### src/rtl/fb_cursor_writer.sv
// Frame-buffer cursor writer: clears a 64-cell RGB222 buffer, draws a cursor cell and
// moves it one cell per debounced left/right button press. Moves are issued only during
// vertical blanking so the display never shows a half-updated frame.
module fb_cursor_writer #(
    parameter int unsigned     AW        = 6,
    parameter int unsigned     DW        = 6,
    parameter int unsigned     DEPTH     = 64,
    parameter logic [DW-1:0]   BG_COLOR  = 6'b000000,
    parameter logic [DW-1:0]   CUR_COLOR = 6'b110000,
    parameter int unsigned     DB_CYCLES = 250000,
    parameter int unsigned     DB_W      = 18
) (
    input  logic          clk,
    input  logic          rst,
    input  logic          bntl,
    input  logic          bntr,
    input  logic          vblank,
    output logic [AW-1:0] mem_px_addr,
    output logic [DW-1:0] mem_px_data,
    output logic          px_wr,
    output logic [AW-1:0] cursor_pos,
    output logic          busy
);

    typedef enum logic [2:0] {
        StClear,
        StIdle,
        StWaitVb,
        StErase,
        StDraw
    } state_e;

    localparam logic [DB_W-1:0] DbLast  = DB_W'(DB_CYCLES - 1);
    localparam logic [AW-1:0]   LastIdx = AW'(DEPTH - 1);

    // Button path, bit 0 = left, bit 1 = right.
    logic [1:0]            sync1_q, sync1_d;
    logic [1:0]            sync2_q, sync2_d;
    logic [1:0]            lvl_q, lvl_d;
    logic [1:0][DB_W-1:0]  cnt_q, cnt_d;
    logic [1:0]            press;

    // Single-entry request latch.
    logic                  req_valid_q, req_valid_d;
    logic                  req_right_q, req_right_d;

    // Writer state.
    state_e                state_q, state_d;
    logic [AW-1:0]         clr_idx_q, clr_idx_d;
    logic [AW-1:0]         target_q, target_d;
    logic [AW-1:0]         cursor_q, cursor_d;
    logic [AW-1:0]         addr_q, addr_d;
    logic [DW-1:0]         data_q, data_d;
    logic                  wr_q, wr_d;
    logic                  busy_q, busy_d;

    // Synchronise, debounce and edge-detect both buttons.
    always_comb begin
        sync1_d = {bntr, bntl};
        sync2_d = sync1_q;
        lvl_d   = lvl_q;
        cnt_d   = '0;
        press   = '0;
        for (int i = 0; i < 2; i++) begin
            if (sync2_q[i] != lvl_q[i]) begin
                // Accept the new level on the DB_CYCLES-th consecutive differing cycle.
                if (cnt_q[i] == DbLast) begin
                    lvl_d[i] = sync2_q[i];
                    press[i] = sync2_q[i];
                end else begin
                    cnt_d[i] = cnt_q[i] + 1'b1;
                end
            end
        end
    end

    // Latch one request; simultaneous presses, presses while pending and during clear are lost.
    always_comb begin
        req_valid_d = req_valid_q;
        req_right_d = req_right_q;
        if (state_q == StErase) begin
            req_valid_d = 1'b0;
        end else if (state_q != StClear && !req_valid_q && (press == 2'b01 || press == 2'b10)) begin
            req_valid_d = 1'b1;
            req_right_d = press[1];
        end
    end

    // Writer FSM next state and registered write-port outputs.
    always_comb begin
        state_d   = state_q;
        clr_idx_d = clr_idx_q;
        target_d  = target_q;
        cursor_d  = cursor_q;
        addr_d    = addr_q;
        data_d    = data_q;
        wr_d      = 1'b0;
        unique case (state_q)
            StClear: begin
                wr_d      = 1'b1;
                addr_d    = clr_idx_q;
                data_d    = BG_COLOR;
                clr_idx_d = clr_idx_q + 1'b1;
                if (clr_idx_q == LastIdx) begin
                    state_d  = StDraw;
                    target_d = cursor_q;
                end
            end
            StIdle: begin
                if (req_valid_q) begin
                    state_d = StWaitVb;
                end
            end
            StWaitVb: begin
                if (vblank) begin
                    state_d = StErase;
                end
            end
            StErase: begin
                wr_d     = 1'b1;
                addr_d   = cursor_q;
                data_d   = BG_COLOR;
                // AW-bit arithmetic wraps modulo DEPTH.
                target_d = req_right_q ? cursor_q + 1'b1 : cursor_q - 1'b1;
                state_d  = StDraw;
            end
            StDraw: begin
                wr_d     = 1'b1;
                addr_d   = target_q;
                data_d   = CUR_COLOR;
                cursor_d = target_q;
                state_d  = StIdle;
            end
            default: begin
                state_d = StClear;
            end
        endcase
        busy_d = (state_d != StIdle);
    end

    // State and output registers with asynchronous active-low reset.
    always_ff @(posedge clk or negedge rst) begin
        if (!rst) begin
            sync1_q     <= '0;
            sync2_q     <= '0;
            lvl_q       <= '0;
            cnt_q       <= '0;
            req_valid_q <= 1'b0;
            req_right_q <= 1'b0;
            state_q     <= StClear;
            clr_idx_q   <= '0;
            target_q    <= '0;
            cursor_q    <= '0;
            addr_q      <= '0;
            data_q      <= BG_COLOR;
            wr_q        <= 1'b0;
            busy_q      <= 1'b1;
        end else begin
            sync1_q     <= sync1_d;
            sync2_q     <= sync2_d;
            lvl_q       <= lvl_d;
            cnt_q       <= cnt_d;
            req_valid_q <= req_valid_d;
            req_right_q <= req_right_d;
            state_q     <= state_d;
            clr_idx_q   <= clr_idx_d;
            target_q    <= target_d;
            cursor_q    <= cursor_d;
            addr_q      <= addr_d;
            data_q      <= data_d;
            wr_q        <= wr_d;
            busy_q      <= busy_d;
        end
    end

    assign mem_px_addr = addr_q;
    assign mem_px_data = data_q;
    assign px_wr       = wr_q;
    assign cursor_pos  = cursor_q;
    assign busy        = busy_q;

endmodule

### config.mk
export PLATFORM = sky130hd
export DESIGN_NAME = fb_cursor_writer
export DESIGN_NICKNAME = d
export VERILOG_FILES = /design/src/rtl/fb_cursor_writer.sv
export SDC_FILE = /design/constraint.sdc
export NUM_CORES = 1
export LEC_CHECK = 0
export BUFFER_PORTS_ARGS = -buffer_cell sky130_fd_sc_hd__buf_2
export CORE_MARGIN = 2
export CORE_UTILIZATION = 57
export CTS_BUF_LIST = sky130_fd_sc_hd__clkbuf_8
export DETAILED_ROUTE_END_ITERATION = 6
export PLACE_DENSITY = 0.82
export SLEW_MARGIN = 15
export SYNTH_ARGS = -nofsm -noshare
export SYNTH_HDL_FRONTEND = slang
export SYNTH_SLANG_ARGS = --single-unit
export TNS_END_PERCENT = 50
### constraint.sdc
create_clock -name clk -period 2.05 [get_ports clk]
set_input_delay 0.41 -clock clk [delete_from_list [all_inputs] [get_ports clk]]
set_output_delay 0.41 -clock clk [all_outputs]
set_load 0.02 [all_outputs]
== Word-level counts from Yosys, hierarchy flattened ==
Cells that the tools add are included.
Cells by class
  mux-type cells: 20
  add/sub/neg operators: 5
  equal/unequal tests: 13
  reductions and logical operators: 16
  bitwise operators: 1
Operator list (count)
  two-way mux 18 bit: 4
  adder 18 x 1 -> 18 bit (second input constant): 2
  == test 18 bit (second input constant): 2
  one-hot mux 6 bit (2 select lines): 2
  one-hot mux 6 bit (3 select lines): 1
  one-hot mux 3 bit (5 select lines): 1
  adder 6 x 1 -> 6 bit (second input constant): 2
  two-way mux 6 bit: 2
  two-way mux 3 bit: 3
  AND reduction 2 bit: 4
  two-way mux 1 bit: 7
  == test 3 x 2 -> 1 bit (second input constant): 2
  == test 6 bit (second input constant): 1
  nonzero test 2 bit: 3
  nonzero test 3 bit: 2
  subtractor 6 x 1 -> 6 bit (second input constant): 1
  == test 3 x 1 -> 1 bit (second input constant): 1
  == test 3 bit (second input constant): 1
  logical NOT 3 bit: 1
  != test 3 x 1 -> 1 bit (second input constant): 1
  OR reduction 3 bit: 1
  == test 2 x 1 -> 1 bit (second input constant): 1
  == test 2 bit (second input constant): 1
  logical AND 1 bit: 2
  other kinds (6): 7
Storage, ports and cells
  input port bits: 5
  output and inout bits: 20
  word-level logic and storage cells: 71
  flip-flop bits (word level): 79

== Longest topological paths before layout ==
Gate-level depths: netlist (run 1).
  depth after elaboration: 8
  depth in mapped cells: 11
  gate-level depth less buffers: 8

== Worst setup path before layout (run 1) ==
No wires, ideal clock.
  path type: register -> register
  start: register req_right_q
  end: register target_q[5]
  cell stages (with the launch flop): 9
  required time: 1.928 ns
  setup time: 0.122 ns
  setup slack: 0.080 ns
  clock period less this slack: 1.970 ns
  arrival time: 1.848 ns
  path buffers: 1
  cell sequence: dfrtp_1 -> clkbuf_1 -> inv_1 -> ha_1 -> a211oi_1 -> nor2_1 -> or4_1 -> a21oi_1 -> nor3_1
On the way
  word-level cells in the longest chain between the ends: 2
Ends and longest elaborated chain
  start: declaration: RTL line 45  | logic req_right_q, req_right_d;
  start signal: assignment: RTL line 164  | req_right_q <= req_right_d;
  two-way mux 6 bit: RTL line 124  | target_d = req_right_q ? cursor_q + 1'b1 : cursor_q - 1'b1;
  one-hot mux 6 bit (2 select lines): RTL line 98  | unique case (state_q)
  end signal: assignment: RTL line 167  | target_q <= target_d;
  end: declaration: RTL line 50  | logic [AW-1:0] target_q, target_d;
Every way passes these cells.
A chain may end at the register's enable or synchronous reset.

== Final worst setup path (run 1) ==
  start: register cnt_q[0] in the netlist's numbering
  end: register req_valid_q
On the way
  word-level cells in the longest chain between the ends: 7
  elaborated cells on any way between the ends: 8
  classes of those cells: eq/ne (3); mux (2); reduce/logical (3)
Ends and longest elaborated chain
  start: declaration: RTL line 40  | logic [1:0][DB_W-1:0] cnt_q, cnt_d;
  start signal: assignment: RTL line 162  | cnt_q <= cnt_d;
  == test 18 bit *: RTL line 67  | if (cnt_q[i] == DbLast) begin
  two-way mux 1 bit *: RTL line 67
  two-way mux 1 bit *: RTL line 65  | if (sync2_q[i] != lvl_q[i]) begin
  == test 2 x 1 -> 1 bit / == test 2 bit (equally long branches): RTL line 83  | end else if (state_q != StClear && !req_valid_q && (press == 2'b01 || press == 2'b10)) begin
  logical OR 1 bit *: RTL line 83
  logical AND 1 bit *: RTL line 83
  nonzero test 2 bit (no source line) *
  end signal: assignment: RTL line 163  | req_valid_q <= req_valid_d;
  end: declaration: RTL line 44  | logic req_valid_q, req_valid_d;
Every way passes the cells marked *; elsewhere a longest branch is shown, timed or not.

==> results.cfg, run 1 <==
[outcome]
run_status = complete, no violations

[timing]
fin_hold_ws_ns = 0.08500
finalSetupViolations = 0
worstMarginPinSlew_ns = 0.6641
slew_violations = 0
period_share = 0.9128
rsz0062_at_grt = false
fin_tns_setup_ns = 0
timing.final.ws_setup_ns = 0.1787
fmax_mhz = 534.4
hold_violations = 0
max_slew_margin = 0.5573
min_period_ns = 1.871
fin_skew_ns = 0.01115

[grt]
grt-ovfl-total = 0
grt_usage = 0.2159
grt_max_degree = 53
grt_pass1_vias = 2789
antenna_found_initial = 0
grt_pass1_wl_um = 12480

[logic_synthesis]
synth_area_mm2 = 0.003754
synthTopCellsByCount = 73 x dfrtp_1, 57 x nor2_1, 22 x xor2_1
ys_ff_latch = 74
yosysSeqAreaShare = 0.4937
synth_area_per_cell_um2 = 10.06
synth_ff_type = dfrtp_1
synth_cell_type_count = 46
synthArstFlopShare = 1.000
synthTopCellsByArea = dfrtp_1 49%, nor2_1 5.7%, xor2_1 5.1%
synth-edff-count = 0
synth_top_area_cell = dfrtp_1
yosysMostFrequentCell = dfrtp_1
synth_top_area_share = 0.4867
syn_inst = 373
synth.yosys.warnings = 0

[final_layout]
nets = 416
nFillCells = 471
syn_to_final_growth_pct = 13.13
drive_gt1_frac = 0.1720
diodes = 0

[power]
clkPwrFrac = 0.489
peakVddDrop_uv = 371.1
p_seq_frac = 0.485
powerDensity_mw_per_mm2 = 720.6
p_int_mw = 2.451
comb_power_share = 0.025
p_leak_nw = 1.977
power_switching_share = 0.1990
p_switching_mw = 0.6091

[clock_network]
cts_made_buffers = 9
clock_latency_ns = 0.36
cts_sinks = 74
holdBufCountCts = 0
path_clk_slew_ns = 0.07
cts-root-buf = clkbuf_8
cts_tree = done
post_cts_buffers = 0
cts_max_level = 3
clockBufferDepth = 2
cts_resized = 0

[worst_setup_path]
reg2reg_depth = 6
critPathLaunch = cnt_q[0]
worstPathArrival_ns = 2.11
endpoint_kind = flip-flop
rrSetupSlack_ns = 0.18
critical_path_required_ns = 2.29
crit_fanout = 4
crit_chain = ha_1 > nand3_2 > or4_4 > nor4_4 > xnor2_1 > o21ai_1
cp_num_cells = 6
cp-endpoint = req_valid_q
cp-start-kind = flip-flop
crit_slowest_cell = or4_4
critPathMaxStageDelay_ns = 0.51
timing.rr.start = cnt_q[0]
cp_top_family = simple AND/OR/NAND/NOR gates
crit_type = reg2reg
path_buf_inv = 0
rr_endpoint = req_valid_q

[floorplan]
die_height_um = 85.15
die_area_mm2 = 0.007251
rows = 29
io-pin-count = 25
die_x_um = 85.15
initial_core_util = 0.5911
core_mm2 = 0.006350

[place]
port_buffers = 20
dpl.hpwl_um = 4978
pre_cts_slack_ns = 0.1367
gp_congestion = 0.7757

[route]
routed_wl_um = 7158
drc = 0
avgViaCountPerCell = 5.678
first_pass_iters = 4
first_iter_violations = 180
wl_per_cell_um = 14.79
route.vias.total = 2748
ant_nets = 0

[run]
drv_cap = 0

[worst_hold_path]
hold_path.class = in2async
-- cells in the final DEF (no fill, tap or decap), drive strengths merged, types with 2 or more instances in the layout --
| cell type | instances |
|---|---|
| a211oi | 5 |
| a21o | 2 |
| a21oi | 13 |
| and3 | 7 |
| buf | 32 |
| bufinv | 4 |
| clkbuf | 10 |
| conb | 4 |
| dfrtp | 73 |
| ha | 8 |
| inv | 9 |
| mux2 | 10 |
| mux2i | 10 |
| nand2 | 22 |
| nand2b | 13 |
| nand3 | 18 |
| nand4 | 10 |
| nor2 | 57 |
| nor3 | 9 |
| nor4 | 8 |
| o211ai | 6 |
| o21ai | 16 |
| or2 | 3 |
| or4 | 3 |
| xnor2 | 20 |
| xor2 | 22 |
-- power by group through the flow --
stage / clock network [mW] / registers [mW] / logic (mW)
floorplan: 0 / 1.51 / 0.0431
global placement: 0 / 1.51 / 0.0787
detailed placement: 0 / 1.51 / 0.0802
CTS: 1.51 / 1.48 / 0.0810
global route: 1.58 / 1.49 / 0.0898
finish: 1.50 / 1.48 / 0.0777
-- worst reg2reg max path: stages, from the launching register on --
cell and delay [ns]:
dfrtp_1 0.40, ha_1 0.24, nand3_2 0.11, or4_4 0.51, nor4_4 0.27, xnor2_1 0.15, o21ai_1 0.08
-- layer usage --
layer,share of wire,global-route usage,vias to the layer above
li1,-,-,1337
met1,0.44,0.2671,1337
met2,0.50,0.3672,60
met3,0.038,0.03405,14
met4,0.018,0.1082,0
met5,0,0,-
-- worst min path at each step --
| stage | slack [ns] | to | from |
|---|---|---|---|
| after floorplan | 0.11 | clr_idx_q[0] | rst |
| after global placement | 0.33 | sync2_q[0] | sync1_q[0] |
| after detailed placement | 0.34 | sync2_q[1] | sync1_q[1] |
| after CTS | 0.11 | mem_px_addr[3] | rst |
| after global routing | 0.14 | mem_px_addr[4] | rst |
| final | 0.08 | mem_px_data[4] | rst |
-- sequential cells by signal, summed over array words and instances (netlist names), 2 cells and up --
name / flops
lvl_q: 2
cursor_pos: 6
state_q: 3
sync2_q: 2
cnt_q: 36
sync1_q: 2
clr_idx_q: 6
target_q: 6
mem_px_addr: 6
-- area by class of cell --
| cell class | instances | area [um^2] | share of cell area |
|---|---|---|---|
| tap | 77 | 96.34 | 0.02269 |
| sequential | 74 | 1853 | 0.4364 |
| clock inverter | 6 | 128.9 | 0.03035 |
| timing repair buffer | 32 | 205.2 | 0.04832 |
| inverter | 8 | 30.03 | 0.007071 |
| clock buffer | 10 | 137.6 | 0.03241 |
| multi-input combinational | 277 | 1795 | 0.4228 |
-- stage by stage --
stage          total power, mW  cells  utilization  area [um^2]
4_1_cts                  3.076    484       0.6678         4240
2_1_floorplan            1.554    376            -         3765
3_5_place_dp             1.593    468       0.6258         3974
6_report                 3.060    484       0.6688         4247
5_1_grt                  3.155    484       0.6688         4247
3_3_place_gp             1.591    468       0.6258         3974
-- logic make-up after synthesis --
group                    synth area share
XOR/XNOR                          0.09800
multiplexers                      0.05667
other                           0.0009990
flip-flops                         0.4937
adder cells (fa/ha/maj)           0.03200
AND/OR/NAND/NOR                    0.2150
AO/OA/AOI/OAI                     0.07100
buffers and inverters             0.03266
(Power assumes the default switching activity.)
==> inputs of run 2 (changes only) <==
--- a/config.mk
+++ b/config.mk
@@ -6,11 +6,13 @@
 export NUM_CORES = 1
 export LEC_CHECK = 0
 export BUFFER_PORTS_ARGS = -buffer_cell sky130_fd_sc_hd__buf_2
+export CAP_MARGIN = 20
 export CORE_MARGIN = 2
 export CORE_UTILIZATION = 57
 export CTS_BUF_LIST = sky130_fd_sc_hd__clkbuf_8
 export DETAILED_ROUTE_END_ITERATION = 6
 export PLACE_DENSITY = 0.82
+export RECOVER_POWER = 25
 export SLEW_MARGIN = 15
 export SYNTH_ARGS = -nofsm -noshare
 export SYNTH_HDL_FRONTEND = slang
==> results.cfg, run 2 (synthesized netlist as in run 1, its figures left out) <==
[outcome]
run_status = complete, no violations

[route]
first_pass_iters = 4
wl_per_cell_um = 14.79
routed_wl_um = 7157
ant_nets = 0
route.vias.total = 2748
drc = 0
avgViaCountPerCell = 5.678
first_iter_violations = 180

[timing]
slew_violations = 0
fmax_mhz = 534.4
finalSetupViolations = 0
fin_skew_ns = 0.01115
fin_tns_setup_ns = 0
rsz0062_at_grt = false
hold_violations = 0
worstMarginPinSlew_ns = 1.302
max_slew_margin = 0.1318
period_share = 0.9128
min_period_ns = 1.871

[power]
power_switching_share = 0.1991
comb_power_share = 0.025
p_leak_nw = 1.976
powerDensity_mw_per_mm2 = 721.0
p_int_mw = 2.451
clkPwrFrac = 0.490
p_switching_mw = 0.6091
p_seq_frac = 0.485
peakVddDrop_uv = 371.1

[final_layout]
nets = 416
largest_reg_flops = 36
syn_to_final_growth_pct = 13.07
layout_common_cells = 73 x dfrtp_1, 57 x nor2_1, 22 x xor2_1
mostFrequentLayoutCell = dfrtp_1
postLayoutCoreUtil = 0.6684
largest-register = cnt_q
drive_gt1_frac = 0.1720
diodes = 0

[worst_setup_path]
timing.rr.start = cnt_q[0]
critical_path_required_ns = 2.29
worstPathArrival_ns = 2.11
critPathLaunch = cnt_q[0]
endpoint_kind = flip-flop
crit_fanout = 4
cp-start-kind = flip-flop
crit_type = reg2reg

[floorplan]
rows = 29
die_height_um = 85.15
initial_core_util = 0.5911
die_area_mm2 = 0.007251
die_x_um = 85.15
core_mm2 = 0.006350
io-pin-count = 25

[grt]
grt_usage = 0.2159
antenna_found_initial = 0
grt_busiest_layer = met2
use_met1 = 0.2671
grt-ovfl-total = 0
grt_pass1_wl_um = 12480
met2_usage = 0.3672
grt_pass1_vias = 2789
grt_max_degree = 53
gr-usage-met3 = 0.03405

[run]
drv_cap = 0

[clock_network]
cts_max_level = 3
path_clk_slew_ns = 0.07
cts-root-buf = clkbuf_8
post_cts_buffers = 0
cts_tree = done
clock_latency_ns = 0.36
cts_made_buffers = 9
cts_sinks = 74
clockBufferDepth = 2

[worst_hold_path]
hold_path.class = in2reg
hp-start = bntr

[place]
gp_congestion = 0.7757
dpl.hpwl_um = 4978
port_buffers = 20
run 2: power groups by stage:
stage / logic, mW / clock network (mW) / registers (mW)
floorplan: 0.0431 / 0 / 1.51
global placement: 0.0787 / 0 / 1.51
detailed placement: 0.0802 / 0 / 1.51
CTS: 0.0810 / 1.51 / 1.48
global route: 0.0894 / 1.58 / 1.49
finish: 0.0772 / 1.50 / 1.48
run 2: final timing paths:
| path | cells past startpoint | endpoint | slack, ns |
|---|---|---|---|
| min reg2reg | 0 | sync2_q[0] | 0.35 |
| min in group asynchronous | 1 | mem_px_data[4] | 0.34 |
| min | 1 | sync1_q[1] | 0.16 |
| max | 6 | req_valid_q | 0.18 |
| max in group asynchronous | 1 | cursor_pos[1] | 0.93 |
| max reg2reg | 6 | req_valid_q | 0.18 |
run 2: metal layers:
metal	vias to the layer above	share of wire
met2	60	0.50
met3	14	0.037
met4	0	0.018
met5	-	0
li1	1337	-
met1	1337	0.44
run 2: timing repair:
item,4_1_cts,5_1_grt
hold buffers,0,0
gates resized for setup,0,2
endpoints found under the setup margin,0,2
run 2: per-stage QoR:
| step | cells | cell area (um^2) | hold slack [ns] | setup slack [ns] | total power, mW |
|---|---|---|---|---|---|
| floorplan | 376 | 3765 | 0.1144 | 0.08041 | 1.554 |
| global placement | 468 | 3974 | 0.3313 | 0.2017 | 1.591 |
| detailed placement | 468 | 3974 | 0.3355 | 0.1367 | 1.593 |
| CTS | 484 | 4240 | 0.1095 | 0.1157 | 3.076 |
| global route | 484 | 4244 | 0.1567 | 0.0004921 | 3.155 |
| finish | 484 | 4244 | 0.1593 | 0.1787 | 3.060 |
run 2: worst max-delay path, stage by stage, from the launching register on:
cell and delay [ns]:
dfrtp_1 0.40, ha_1 0.24, nand3_2 0.11, or4_4 0.51, nor4_4 0.27, xnor2_1 0.15, o21ai_1 0.08
run 2: layout make-up:
cell class	count	area [um^2]
inverter	8	30.03
timing repair buffer	32	202.7
multi-input combinational	277	1795
sequential	74	1853
tap	77	96.34
fill	472	2106
clock buffer	10	137.6
clock inverter	6	128.9
==> inputs of run 3 (changes only) <==
--- a/config.mk
+++ b/config.mk
@@ -8,10 +8,12 @@
 export BUFFER_PORTS_ARGS = -buffer_cell sky130_fd_sc_hd__buf_2
 export CAP_MARGIN = 20
 export CORE_MARGIN = 2
-export CORE_UTILIZATION = 57
-export CTS_BUF_LIST = sky130_fd_sc_hd__clkbuf_8
+export CORE_UTILIZATION = 54
+export CTS_BUF_LIST = sky130_fd_sc_hd__clkbuf_16
+export CTS_CLUSTER_DIAMETER = 150
 export DETAILED_ROUTE_END_ITERATION = 6
-export PLACE_DENSITY = 0.82
+export HOLD_SLACK_MARGIN = 0.15
+export PLACE_DENSITY = 0.78
 export RECOVER_POWER = 25
 export SLEW_MARGIN = 15
 export SYNTH_ARGS = -nofsm -noshare
==> results.cfg, run 3 (synthesized netlist as in run 1, its figures left out) <==
[grt]
grt_max_degree = 39
grt_usage = 0.2128
grt_pass1_vias = 2811
antenna_found_initial = 0
grt_pass1_wl_um = 12650
grt-ovfl-total = 0

[outcome]
run_status = complete, no violations

[clock_network]
cts-root-buf = clkbuf_16
cts_sinks = 74
cts_tree = done
clockBufferDepth = 2
path_clk_slew_ns = 0.06
clock_latency_ns = 0.33
cts_made_buffers = 9
cts_max_level = 3
post_cts_buffers = 0

[floorplan]
core_mm2 = 0.006756
io-pin-count = 25
die_x_um = 87.38
die_height_um = 87.38
rows = 30
die_area_mm2 = 0.007634
initial_core_util = 0.5556

[timing]
finalSetupViolations = 0
min_period_ns = 1.898
max_slew_margin = 0.3673
fin_hold_ws_ns = 0.1787
fin_skew_ns = 0.006593
fin_tns_setup_ns = 0
rsz0062_at_grt = false
slew_violations = 0
worstMarginPinSlew_ns = 0.9490
period_share = 0.9257
timing.final.ws_setup_ns = 0.1523
fmax_mhz = 527.0
hold_violations = 0

[power]
powerDensity_mw_per_mm2 = 765.8
p_total_mw = 3.329
peakVddDrop_uv = 485.5
p_leak_nw = 2.022

[worst_setup_path]
endpoint_kind = flip-flop
crit_type = reg2reg
crit_slowest_cell = dfrtp_1
rrSetupSlack_ns = 0.15
reg2reg_depth = 6
crit_fanout = 5
critical_path_required_ns = 2.27
cp-start-kind = flip-flop
worstPathArrival_ns = 2.12
rr_endpoint = target_q[5]
crit_chain = ha_1 > o21ai_0 > nor2_1 > or4_1 > a21oi_1 > nor3_1
critPathMaxStageDelay_ns = 0.43
timing.rr.start = cursor_pos[2]

[place]
place_inst = 475
dpl.hpwl_um = 4932
pre_cts_slack_ns = 0.1376
port_buffers = 20
place_area_mm2 = 0.004008
gp_congestion = 0.8237

[final_layout]
drive_gt1_frac = 0.1723
nets = 421
finalNonFillerCells = 492
diodes = 0
postLayoutCoreUtil = 0.6433
largest-register = cnt_q
largest_reg_flops = 36
mostFrequentLayoutCell = dfrtp_1
final_area_mm2 = 0.004347
syn_to_final_growth_pct = 15.80
layout_common_cells = 73 x dfrtp_1, 57 x nor2_1, 22 x xor2_1

[worst_hold_path]
hold_end = sync1_q[0]
whs_path_depth = 1
hold_path.class = in2reg
hp-start = bntl

[route]
first_pass_iters = 4
wl_met2_um = 3436
drt-met1-wl_um = 3165
wl_per_cell_um = 14.24
top_layer_used = met4
route.met3.wl_um = 262
route.vias.total = 2742
drc = 0
avgViaCountPerCell = 5.573
first_iter_violations = 134
routed_wl_um = 7007
ant_nets = 0

[run]
drv_cap = 0
==> run 3: final cells by class <==
| class | count | area, um^2 |
|---|---|---|
| clock buffer | 9 | 225.2 |
| inverter | 8 | 30.03 |
| clock inverter | 7 | 110.1 |
| timing repair buffer | 37 | 239.0 |
| fill | 524 | 2410 |
| multi-input combinational | 277 | 1789 |
| tap | 80 | 100.1 |
| sequential | 74 | 1853 |
==> run 3: where the power goes <==
| group | total [mW] | switching (mW) | leakage, nW | internal [mW] |
|---|---|---|---|---|
| logic | 0.0824 | 0.0587 | 0.846 | 0.0238 |
| clock network | 1.76 | 0.582 | 0.164 | 1.18 |
| registers | 1.49 | 0.0121 | 1.01 | 1.48 |
| total | 3.33 | 0.653 | 2.02 | 2.68 |
==> run 3: how the worst max path moves through the flow <==
stage,depth (start not counted),startpoint,to
CTS,7,req_right_q,target_q[5]
global route,6,cursor_pos[2],target_q[5]
detailed placement,7,req_right_q,target_q[5]
finish,6,cursor_pos[2],target_q[5]
global placement,7,req_right_q,target_q[5]
floorplan,8,req_right_q,target_q[5]
==> run 3: routing by layer <==
metal | track usage | vias to the layer above
met3 | 0.03981 | 17
met1 | 0.2768 | 1307
met2 | 0.3416 | 64
met5 | 0 | -
li1 | - | 1354
met4 | 0.1035 | 0
==> run 3: what timing repair did <==
item                                    CTS  global route
hold endpoints to repair                 34             0
resized for setup                         0             1
endpoints found under the setup margin    0             1
hold buffers                              1             0
==> run 3: critical path, delay by kind of cell (launching register included) <==
kind,cells,cell delay [ns]
adders and majority gates,1,0.37
AOI/OAI and AO/OA,2,0.37
and+or+nand+nor,3,0.61
DFF,1,0.43
